$ cat src/rtl/crash_scanner.sv
// Multi-enemy collision scanner: snapshots player/enemy positions on start, tests one
// enemy slot per clock against the player hit zone, then publishes mask, first hit and sticky crash.
module crash_scanner #(
  parameter int N_ENEMY = 8,
  parameter int XW      = 10,
  parameter int YW      = 9,
  parameter int RADIUS  = 38,
  parameter int PCX     = 40,
  parameter int PCY     = 41,
  parameter int P0X     = 32,
  parameter int P0Y     = 77,
  parameter int P1X     = 2,
  parameter int P1Y     = 30,
  parameter int P2X     = 62,
  parameter int P2Y     = 30,
  localparam int IDXW   = $clog2(N_ENEMY)
) (
  input  logic                  clk,
  input  logic                  rst_n,
  input  logic                  start,
  input  logic [XW-1:0]         pl_x,
  input  logic [YW-1:0]         pl_y,
  input  logic [N_ENEMY*XW-1:0] en_x,
  input  logic [N_ENEMY*YW-1:0] en_y,
  input  logic [N_ENEMY-1:0]    en_valid,
  input  logic                  crash_ack,
  output logic                  busy,
  output logic                  done,
  output logic [N_ENEMY-1:0]    hit_mask,
  output logic                  hit_any,
  output logic [IDXW-1:0]       first_hit_idx,
  output logic                  crash
);

  localparam int SXW = XW + 2;
  localparam int SYW = YW + 2;
  localparam int MW  = ((SXW > SYW) ? SXW : SYW) + 1;

  localparam logic signed [SXW-1:0] PCX_S = SXW'(PCX);
  localparam logic signed [SYW-1:0] PCY_S = SYW'(PCY);
  localparam logic signed [SXW-1:0] P0X_S = SXW'(P0X);
  localparam logic signed [SYW-1:0] P0Y_S = SYW'(P0Y);
  localparam logic signed [SXW-1:0] P1X_S = SXW'(P1X);
  localparam logic signed [SYW-1:0] P1Y_S = SYW'(P1Y);
  localparam logic signed [SXW-1:0] P2X_S = SXW'(P2X);
  localparam logic signed [SYW-1:0] P2Y_S = SYW'(P2Y);
  localparam logic signed [MW-1:0]  RAD   = MW'(RADIUS);
  localparam logic signed [MW:0]    RAD_S = (MW+1)'(RADIUS);

  typedef enum logic [1:0] {S_IDLE, S_SCAN, S_DONE} state_t;

  state_t state, state_nxt;

  logic [XW-1:0]      pl_x_p0;
  logic [YW-1:0]      pl_y_p0;
  logic [XW-1:0]      en_x_p0 [N_ENEMY];
  logic [YW-1:0]      en_y_p0 [N_ENEMY];
  logic [N_ENEMY-1:0] en_valid_p0;
  logic [IDXW-1:0]    idx;
  logic [N_ENEMY-1:0] work_mask;
  logic               vld_p1;

  logic signed [SXW-1:0] cx, ex;
  logic signed [SYW-1:0] cy, ey;
  logic signed [SXW-1:0] dx0, dx1, dx2;
  logic signed [SYW-1:0] dy0, dy1, dy2;
  logic                  slot_hit;

  // Square test everywhere, clipped to a diamond when the probe sits above the centre.
  function automatic logic probe_hit(input logic signed [SXW-1:0] dx,
                                     input logic signed [SYW-1:0] dy);
    logic signed [MW-1:0] ax, ay;
    logic signed [MW:0]   sum;
    ax  = MW'(dx);
    ay  = MW'(dy);
    ax  = ax[MW-1] ? -ax : ax;
    ay  = ay[MW-1] ? -ay : ay;
    sum = {ax[MW-1], ax} + {ay[MW-1], ay};
    return (ax < RAD) && (ay < RAD) && (!dy[SYW-1] || (sum < RAD_S));
  endfunction

  function automatic logic [IDXW-1:0] lowest_set(input logic [N_ENEMY-1:0] m);
    logic [IDXW-1:0] r;
    r = '0;
    for (int i = N_ENEMY - 1; i >= 0; i--) begin
      if (m[i]) r = IDXW'(i);
    end
    return r;
  endfunction

  always_comb begin
    cx  = $signed({2'b00, pl_x_p0}) + PCX_S;
    cy  = $signed({2'b00, pl_y_p0}) + PCY_S;
    ex  = $signed({2'b00, en_x_p0[idx]});
    ey  = $signed({2'b00, en_y_p0[idx]});
    dx0 = ex + P0X_S - cx;
    dy0 = ey + P0Y_S - cy;
    dx1 = ex + P1X_S - cx;
    dy1 = ey + P1Y_S - cy;
    dx2 = ex + P2X_S - cx;
    dy2 = ey + P2Y_S - cy;
    slot_hit = en_valid_p0[idx] &&
               (probe_hit(dx0, dy0) || probe_hit(dx1, dy1) || probe_hit(dx2, dy2));
  end

  always_ff @(posedge clk or negedge rst_n) begin
    if (!rst_n) state <= S_IDLE;
    else        state <= state_nxt;
  end

  always_comb begin
    state_nxt = state;
    case (state)
      S_IDLE:  if (start) state_nxt = S_SCAN;
      S_SCAN:  if (idx == IDXW'(N_ENEMY - 1)) state_nxt = S_DONE;
      S_DONE:  state_nxt = S_IDLE;
      default: state_nxt = S_IDLE;
    endcase
  end

  always_comb begin
    busy = (state != S_IDLE);
    done = vld_p1;
  end

  // p0: snapshot on accepted start; scan stage fills work_mask; p1: publish results
  always_ff @(posedge clk or negedge rst_n) begin
    if (!rst_n) begin
      pl_x_p0       <= '0;
      pl_y_p0       <= '0;
      en_valid_p0   <= '0;
      for (int i = 0; i < N_ENEMY; i++) begin
        en_x_p0[i] <= '0;
        en_y_p0[i] <= '0;
      end
      idx           <= '0;
      work_mask     <= '0;
      hit_mask      <= '0;
      hit_any       <= 1'b0;
      first_hit_idx <= '0;
      vld_p1        <= 1'b0;
      crash         <= 1'b0;
    end else begin
      vld_p1 <= (state == S_DONE);
      if (state == S_IDLE && start) begin
        pl_x_p0     <= pl_x;
        pl_y_p0     <= pl_y;
        en_valid_p0 <= en_valid;
        for (int i = 0; i < N_ENEMY; i++) begin
          en_x_p0[i] <= en_x[i*XW +: XW];
          en_y_p0[i] <= en_y[i*YW +: YW];
        end
        idx       <= '0;
        work_mask <= '0;
      end
      if (state == S_SCAN) begin
        work_mask[idx] <= slot_hit;
        idx            <= idx + IDXW'(1);
      end
      if (state == S_DONE) begin
        hit_mask      <= work_mask;
        hit_any       <= |work_mask;
        first_hit_idx <= lowest_set(work_mask);
      end
      if (state == S_DONE && (|work_mask)) crash <= 1'b1;
      else if (crash_ack)                  crash <= 1'b0;
    end
  end

endmodule

$ cat config.mk
export PLATFORM = sky130hd
export DESIGN_NAME = crash_scanner
export DESIGN_NICKNAME = d
export VERILOG_FILES = /design/src/rtl/crash_scanner.sv
export SDC_FILE = /design/constraint.sdc
export NUM_CORES = 1
export LEC_CHECK = 0
export ABC_CLOCK_PERIOD_IN_PS = 6120
export CORE_ASPECT_RATIO = 1.5
export CORE_MARGIN = 1.5
export CORE_UTILIZATION = 44
export DETAILED_ROUTE_END_ITERATION = 7
export PLACE_DENSITY = 0.68
export SYNTH_ARGS = -nofsm -noshare
export SYNTH_HDL_FRONTEND = slang
export SYNTH_SLANG_ARGS = --single-unit
$ cat constraint.sdc
create_clock -name clk -period 6.12 [get_ports clk]
set_clock_uncertainty 0.05 [all_clocks]
set_input_delay 1.224 -clock clk [delete_from_list [all_inputs] [get_ports clk]]
set_output_delay 1.224 -clock clk [all_outputs]
set_load 0.01 [all_outputs]
# ---- Word-level counts from Yosys, hierarchy flattened
# Cells that the tools add are included.
dict set report op_classes {
  add_sub_neg 21
  magnitude_cmp 11
  n_eq_ne 5
  mux 33
  bitwise 1
  reduce_logical 23
}
# operator count
set op_table {}
lappend op_table {{less-than comparator 13 x 7 -> 1 bit (second input constant)} 5}
lappend op_table {{2-to-1 mux 13 bit} 5}
lappend op_table {{adder 13 x 13 -> 14 bit} 3}
lappend op_table {{less-than comparator 14 x 7 -> 1 bit (second input constant)} 3}
lappend op_table {{negator 12 -> 13 bit} 3}
lappend op_table {{subtractor 11 x 11 -> 12 bit} 3}
lappend op_table {{adder 10 x 6 -> 11 bit (second input constant)} 3}
lappend op_table {{binary-select mux 10 bit (select 3 bit)} 1}
lappend op_table {{2-to-1 mux 3 bit} 10}
lappend op_table {{binary-select mux 9 bit (select 3 bit)} 1}
lappend op_table {{negator 11 -> 13 bit} 2}
lappend op_table {{subtractor 10 x 10 -> 11 bit} 2}
lappend op_table {{2-to-1 mux 10 bit} 2}
lappend op_table {{2-to-1 mux 9 bit} 2}
lappend op_table {{2-to-1 mux 8 bit} 2}
lappend op_table {{adder 10 x 2 -> 11 bit (second input constant)} 1}
lappend op_table {{adder 9 x 5 -> 10 bit (second input constant)} 1}
lappend op_table {{adder 9 x 6 -> 10 bit (second input constant)} 1}
lappend op_table {{adder 9 x 7 -> 10 bit (second input constant)} 1}
lappend op_table {{logical AND 1 bit} 10}
lappend op_table {{bitwise mux 8 bit} 1}
lappend op_table {{OR reduction 8 bit} 1}
lappend op_table {{nonzero test 2 bit} 3}
lappend op_table {{logical OR 1 bit} 5}
lappend op_table {{other kinds (17)} 23}
dict set report word_totals {
  register_bits 206
  inputBits 183
  output_inout_bits 15
  wordCells 121
}

# ---- Longest topological paths before layout
dict set report depth {
  ltp_word 17
  mapped_depth 32
  ltp_nobuf 29
}

# ---- Worst setup path before layout
# OpenSTA, ideal clock, no wires.
dict set report synth_path {
  path_kind {register to register}
  from {reg idx[1]}
  to {reg work_mask[3]}
  setup_ns 0.077
  arrival_ns 6.533
  required_time_ns 5.993
  slack_ns -0.540
  stages_incl_launch_ff 28
  n_path_buf 4
  period_less_slack_ns 6.660
  path_cell_list {dfrtp_1 -> clkbuf_1 -> clkbuf_1 -> clkbuf_1 -> mux2i_1 -> o21ai_0 -> a221oi_1 -> ha_1 -> inv_1 -> ha_1 -> a211o_1 -> a311oi_1 -> o31ai_1 -> a41oi_1 -> o21ai_0 -> xnor2_1 -> ha_1 -> clkbuf_1 -> a211oi_1 -> o21ai_0 -> a32oi_1 -> mux2i_1 -> o2111ai_1 -> o31ai_1 -> o32ai_1 -> o22ai_1 -> a32oi_1 -> o21ai_1}
}
dict set report synth_between {
  elab_chain_cells 17
  word_cells_on_any_way 61
  cone_classes {add/sub: 18; order compare: 10; mux: 17; bitwise: 1; reduce/logical: 15}
}
# element line
set synth_lines {}
lappend synth_lines {{start, declared} 59} ;# logic [IDXW-1:0] idx;
lappend synth_lines {{start signal, assigned} 158} ;# idx <= idx + IDXW'(1);
lappend synth_lines {{inverter 3 -> 4 bit (implied by the code)} {94, 95}}
lappend synth_lines {{binary-select mux 10 bit (select 3 bit) / binary-select mux 9 bit (select 3 bit) (equally long branches)} {94, 95}}
lappend synth_lines {{2-to-1 mux 10 bit (implied by the code) / 2-to-1 mux 9 bit (equally long branches) (2 in series)} {94, 95}}
lappend synth_lines {{adder 10 x 6 -> 11 bit (tied with other cells)} 96} ;# dx0 = ex + P0X_S - cx;
lappend synth_lines {{subtractor 11 x 11 -> 12 bit (tied with other cells)} 96}
lappend synth_lines {{negator 12 -> 13 bit / negator 11 -> 13 bit (equally long branches)} {76, 77}}
lappend synth_lines {{2-to-1 mux 13 bit, on equally long branches} {76, 77}}
lappend synth_lines {{adder 13 x 13 -> 14 bit} 78} ;# sum = {ax[MW-1], ax} + {ay[MW-1], ay};
lappend synth_lines {{less-than comparator 14 x 7 -> 1 bit} 79} ;# return (ax < RAD) && (ay < RAD) && (!dy[SYW-1] || (sum < RAD_S));
lappend synth_lines {{logical OR 1 bit} 79}
lappend synth_lines {{logical AND 1 bit} 79}
lappend synth_lines {{logical OR 1 bit (2 in series)} 103} ;# (probe_hit(dx0, dy0) || probe_hit(dx1, dy1) || probe_hit(dx2, dy2));
lappend synth_lines {{logical AND 1 bit} 102} ;# slot_hit = en_valid_p0[idx] &&
lappend synth_lines {{bitwise mux 8 bit *} 157} ;# work_mask[idx] <= slot_hit;
lappend synth_lines {{2-to-1 mux 8 bit *} 156} ;# if (state == S_SCAN) begin
lappend synth_lines {{end signal, assigned by index} 157}
lappend synth_lines {{end, declared} 60} ;# logic [N_ENEMY-1:0] work_mask;
# Mark *: on every way between the ends. The rest lies on a longest branch, timed or not. The select of a mux whose other input is x is not followed.
# A chain may end at the register's enable or synchronous reset.

# ---- Worst setup path after layout
dict set report layout_path {
  from {reg idx[0]}
  to {reg work_mask[0]}
}
# Same word-level chain as after synthesis.

==> results.json <==
{
  "period_share_pct": 101.1,
  "io_pins": 198,
  "drive_gt1_share_pct": 26.90,
  "start_util_pct": 44.57,
  "grt_overflow": 0,
  "reg2regPathDepth": 30,
  "start_kind": "flip-flop",
  "hold_start": "en_x_p0[6]",
  "min_period_ps": 6187,
  "num_vias": 16777,
  "critPathRequiredTime_ps": 6490,
  "clock_latency_ps": 500,
  "end_kind": "flip-flop",
  "coreArea_mm2": 0.03573,
  "drv_cap": 0,
  "die_x_um": 158.3,
  "cts_tree": "done",
  "grt_pass1_vias": 16976,
  "final_max_slew_viol_count": 0,
  "worst_slew_pin_slew_ps": 917.1,
  "routed_wl_mm": 55.01,
  "finalSetupViolCount": 8,
  "critical_path_arrival_ps": 6560,
  "cts_buffers": 18,
  "clk_pin_slew_worst_paths_ps": 70,
  "min_path_cells": 2,
  "synthCells": 2017,
  "dp_hpwl_mm": 42.29,
  "cts.sinks": 206,
  "post_drt_via_cell_ratio": 5.492,
  "instances_no_fill": 3055,
  "syn_area_mm2": 0.01593,
  "h-tree-depth": 1,
  "grt_max_degree": 104,
  "yosys_warnings": 0,
  "synth_seq_area_share_pct": 32.36,
  "ys_types": 88,
  "reg2reg_to": "work_mask[0]",
  "rsz0062_at_grt": "true",
  "worstReg2RegStart": "idx[0]",
  "antenna_found_initial": 1,
  "fin_nets": 2856,
  "synth_edf_count": 0,
  "hold_end": "en_x_p0[6]",
  "async_flop_share_pct": 100.0,
  "worst_path_max_delay_cell": "dfrtp_2",
  "drc": 0,
  "io_buffers": 197,
  "hold_viol": 0,
  "cts.path.max_buffers": 3,
  "drt-initial-drc-count": 957,
  "status": "finished with violations",
  "hold_buffers": 0,
  "cts_root_buffer": "clkbuf_16",
  "crit_type": "flip-flop to flip-flop",
  "ys_ff_latch": 206,
  "cp_common_cell": "buf_4",
  "synth_ff_type": "dfrtp_1",
  "syn_to_final_growth_pct": 46.76,
  "dp_cells": 2987,
  "postSynthAreaPerCell_um2": 7.897,
  "crit_fanout": 6,
  "max_slew_margin_pct": 38.86,
  "grt_pass1_wl_mm": 85.20,
  "drtPass1Iterations": 5,
  "rows": 85,
  "reg2reg_slack_ps": -70,
  "postRouteAntennaNets": 0,
  "failed_checks": "negative setup slack",
  "wl_per_cell_um": 18.01,
  "die-height_um": 236.0,
  "clock.fmax_mhz": 161.6,
  "hold_class": "flip-flop to flip-flop",
  "holdWs_ps": 422.7,
  "grt_use_total_pct": 28.78,
  "globalplace.congestion": 0.9573,
  "design.die.area_mm2": 0.03737,
  "setup_slack_ps": -66.92,
  "cp_slowest_stage_delay_ps": 500
}
worst max-delay path, delay by kind of cell, from the launching register on:
family	cells	cell delay, ps
and+or+nand+nor	6	950
muxes	1	250
AOI/OAI and AO/OA	11	2120
xor gates and xnor gates	2	240
adders and majority gates	4	1170
buffers and inverters	6	820
DFF	1	500
placed cells by master, fill, tap and decap left out, types with 10 or more instances in the layout:
| cell | instances |
|---|---|
| ha_1 | 74 |
| inv_1 | 67 |
| nor2_1 | 99 |
| mux2i_1 | 34 |
| nand3_1 | 31 |
| a21oi_1 | 61 |
| o21a_1 | 17 |
| clkbuf_16 | 22 |
| xnor2_2 | 13 |
| mux4_2 | 15 |
| o21ai_1 | 22 |
| nor3b_1 | 11 |
| o21ai_2 | 13 |
| nor4_1 | 14 |
| xor2_1 | 36 |
| dfrtp_1 | 203 |
| buf_4 | 393 |
| and3_1 | 12 |
| a211oi_1 | 12 |
| o21ai_0 | 53 |
| a21o_1 | 14 |
| nor2b_1 | 24 |
| clkdlybuf4s50_1 | 196 |
| ha_4 | 18 |
| mux2_2 | 21 |
| nand2b_1 | 21 |
| ha_2 | 10 |
| nor3_1 | 23 |
| o211ai_1 | 22 |
| a21oi_2 | 17 |
| nand4_1 | 10 |
| nand2_1 | 626 |
| xnor2_1 | 45 |
worst max-delay path by stage:
stage | start | end | slack, ps | depth (start not counted)
final | idx[0] | work_mask[0] | -70 | 30
after global routing | idx[1] | work_mask[4] | -350 | 29
after CTS | idx[1] | work_mask[0] | -2 | 30
after detailed placement | idx[1] | work_mask[0] | -540 | 28
after global placement | idx[1] | work_mask[3] | -320 | 30
after floorplan | idx[1] | work_mask[3] | 20 | 26
flip-flops by register name, summed over array words and instances (netlist names):
| signal | flops |
|---|---|
| done | 1 |
| en_x_p0 | 80 |
| first_hit_idx | 3 |
| state | 2 |
| en_valid_p0 | 8 |
| work_mask | 8 |
| hit_mask | 8 |
| pl_x_p0 | 10 |
| pl_y_p0 | 9 |
| hit_any | 1 |
| idx | 3 |
| en_y_p0 | 72 |
| crash | 1 |
layout make-up:
type | count | area, um^2
fillers | 3023 | 12360
multi-input cells | 1658 | 11450
repair buffers | 608 | 5246
flip-flops and latches | 206 | 5159
well taps | 478 | 598.1
clock buffers | 24 | 534.3
inverters | 73 | 274.0
clock inverters | 7 | 112.6
diodes | 1 | 2.502
repair_timing:
action,4_1_cts,5_1_grt
buffers inserted,14,19
pin swaps,39,42
gates cloned,1,2
endpoints found under the setup margin,8,8
resized for setup,140,142
cells by family after synthesis:
kind of cell / after synthesis / synth area share [%]
AND/OR/NAND/NOR: 983 / 27.15
AO/OA/AOI/OAI: 385 / 16.36
flip-flops: 206 / 32.36
buffers and inverters: 161 / 3.896
adder cells (fa/ha/maj): 109 / 8.830
XOR/XNOR: 99 / 5.444
multiplexers: 73 / 5.939
other: 1 / 0.02354
metrics by stage:
step | TNS, ps | worst slack [ps] | util [%] | area, um^2
CTS | -2.140 | -2.140 | 63.18 | 22580
finish | -452.4 | -66.92 | 65.41 | 23370
global route | -2647 | -349.2 | 65.41 | 23370
detailed placement | -4250 | -538.6 | 59.04 | 21100
global placement | -2323 | -317.3 | 59.04 | 21100
floorplan | 0 | 20.14 | - | 15980
per-layer routing:
layer / wire, um / vias up / track usage [%]
met3: 2039 / 187 / 2.333
met4: 3786 / 0 / 17.93
li1: - / 8072 / -
met2: 28810 / 546 / 52.40
met5: 0 / - / 0
met1: 20370 / 7972 / 31.71
synth_stat cells, drive strengths merged, types with 10 or more instances:
| master | count | area share (%) |
|---|---|---|
| xnor2 | 59 | 3.2 |
| o211ai | 22 | 1.0 |
| ha | 102 | 8.0 |
| dfrtp | 206 | 32 |
| mux2 | 22 | 1.6 |
| and3 | 13 | 0.51 |
| buf | 22 | 0.62 |
| o21a | 17 | 0.80 |
| clkbuf | 66 | 1.6 |
| nor4 | 22 | 0.90 |
| nand4 | 10 | 0.39 |
| or3 | 12 | 0.47 |
| a211oi | 21 | 0.99 |
| mux2i | 36 | 2.3 |
| mux4 | 15 | 2.1 |
| nand2 | 633 | 15 |
| o21ai | 90 | 2.8 |
| nand3 | 32 | 1.0 |
| nor2 | 111 | 2.6 |
| o31ai | 11 | 0.52 |
| a31oi | 11 | 0.43 |
| nor2b | 28 | 1.1 |
| nor3b | 15 | 0.71 |
| xor2 | 40 | 2.2 |
| or2 | 11 | 0.43 |
| nand2b | 24 | 0.94 |
| a21oi | 82 | 2.6 |
| nor3 | 28 | 0.88 |
| a21o | 14 | 0.66 |
| inv | 72 | 1.7 |
Power is not shown: default switching activity piles up to over one toggle a cycle in this logic, so the estimate is an artifact.
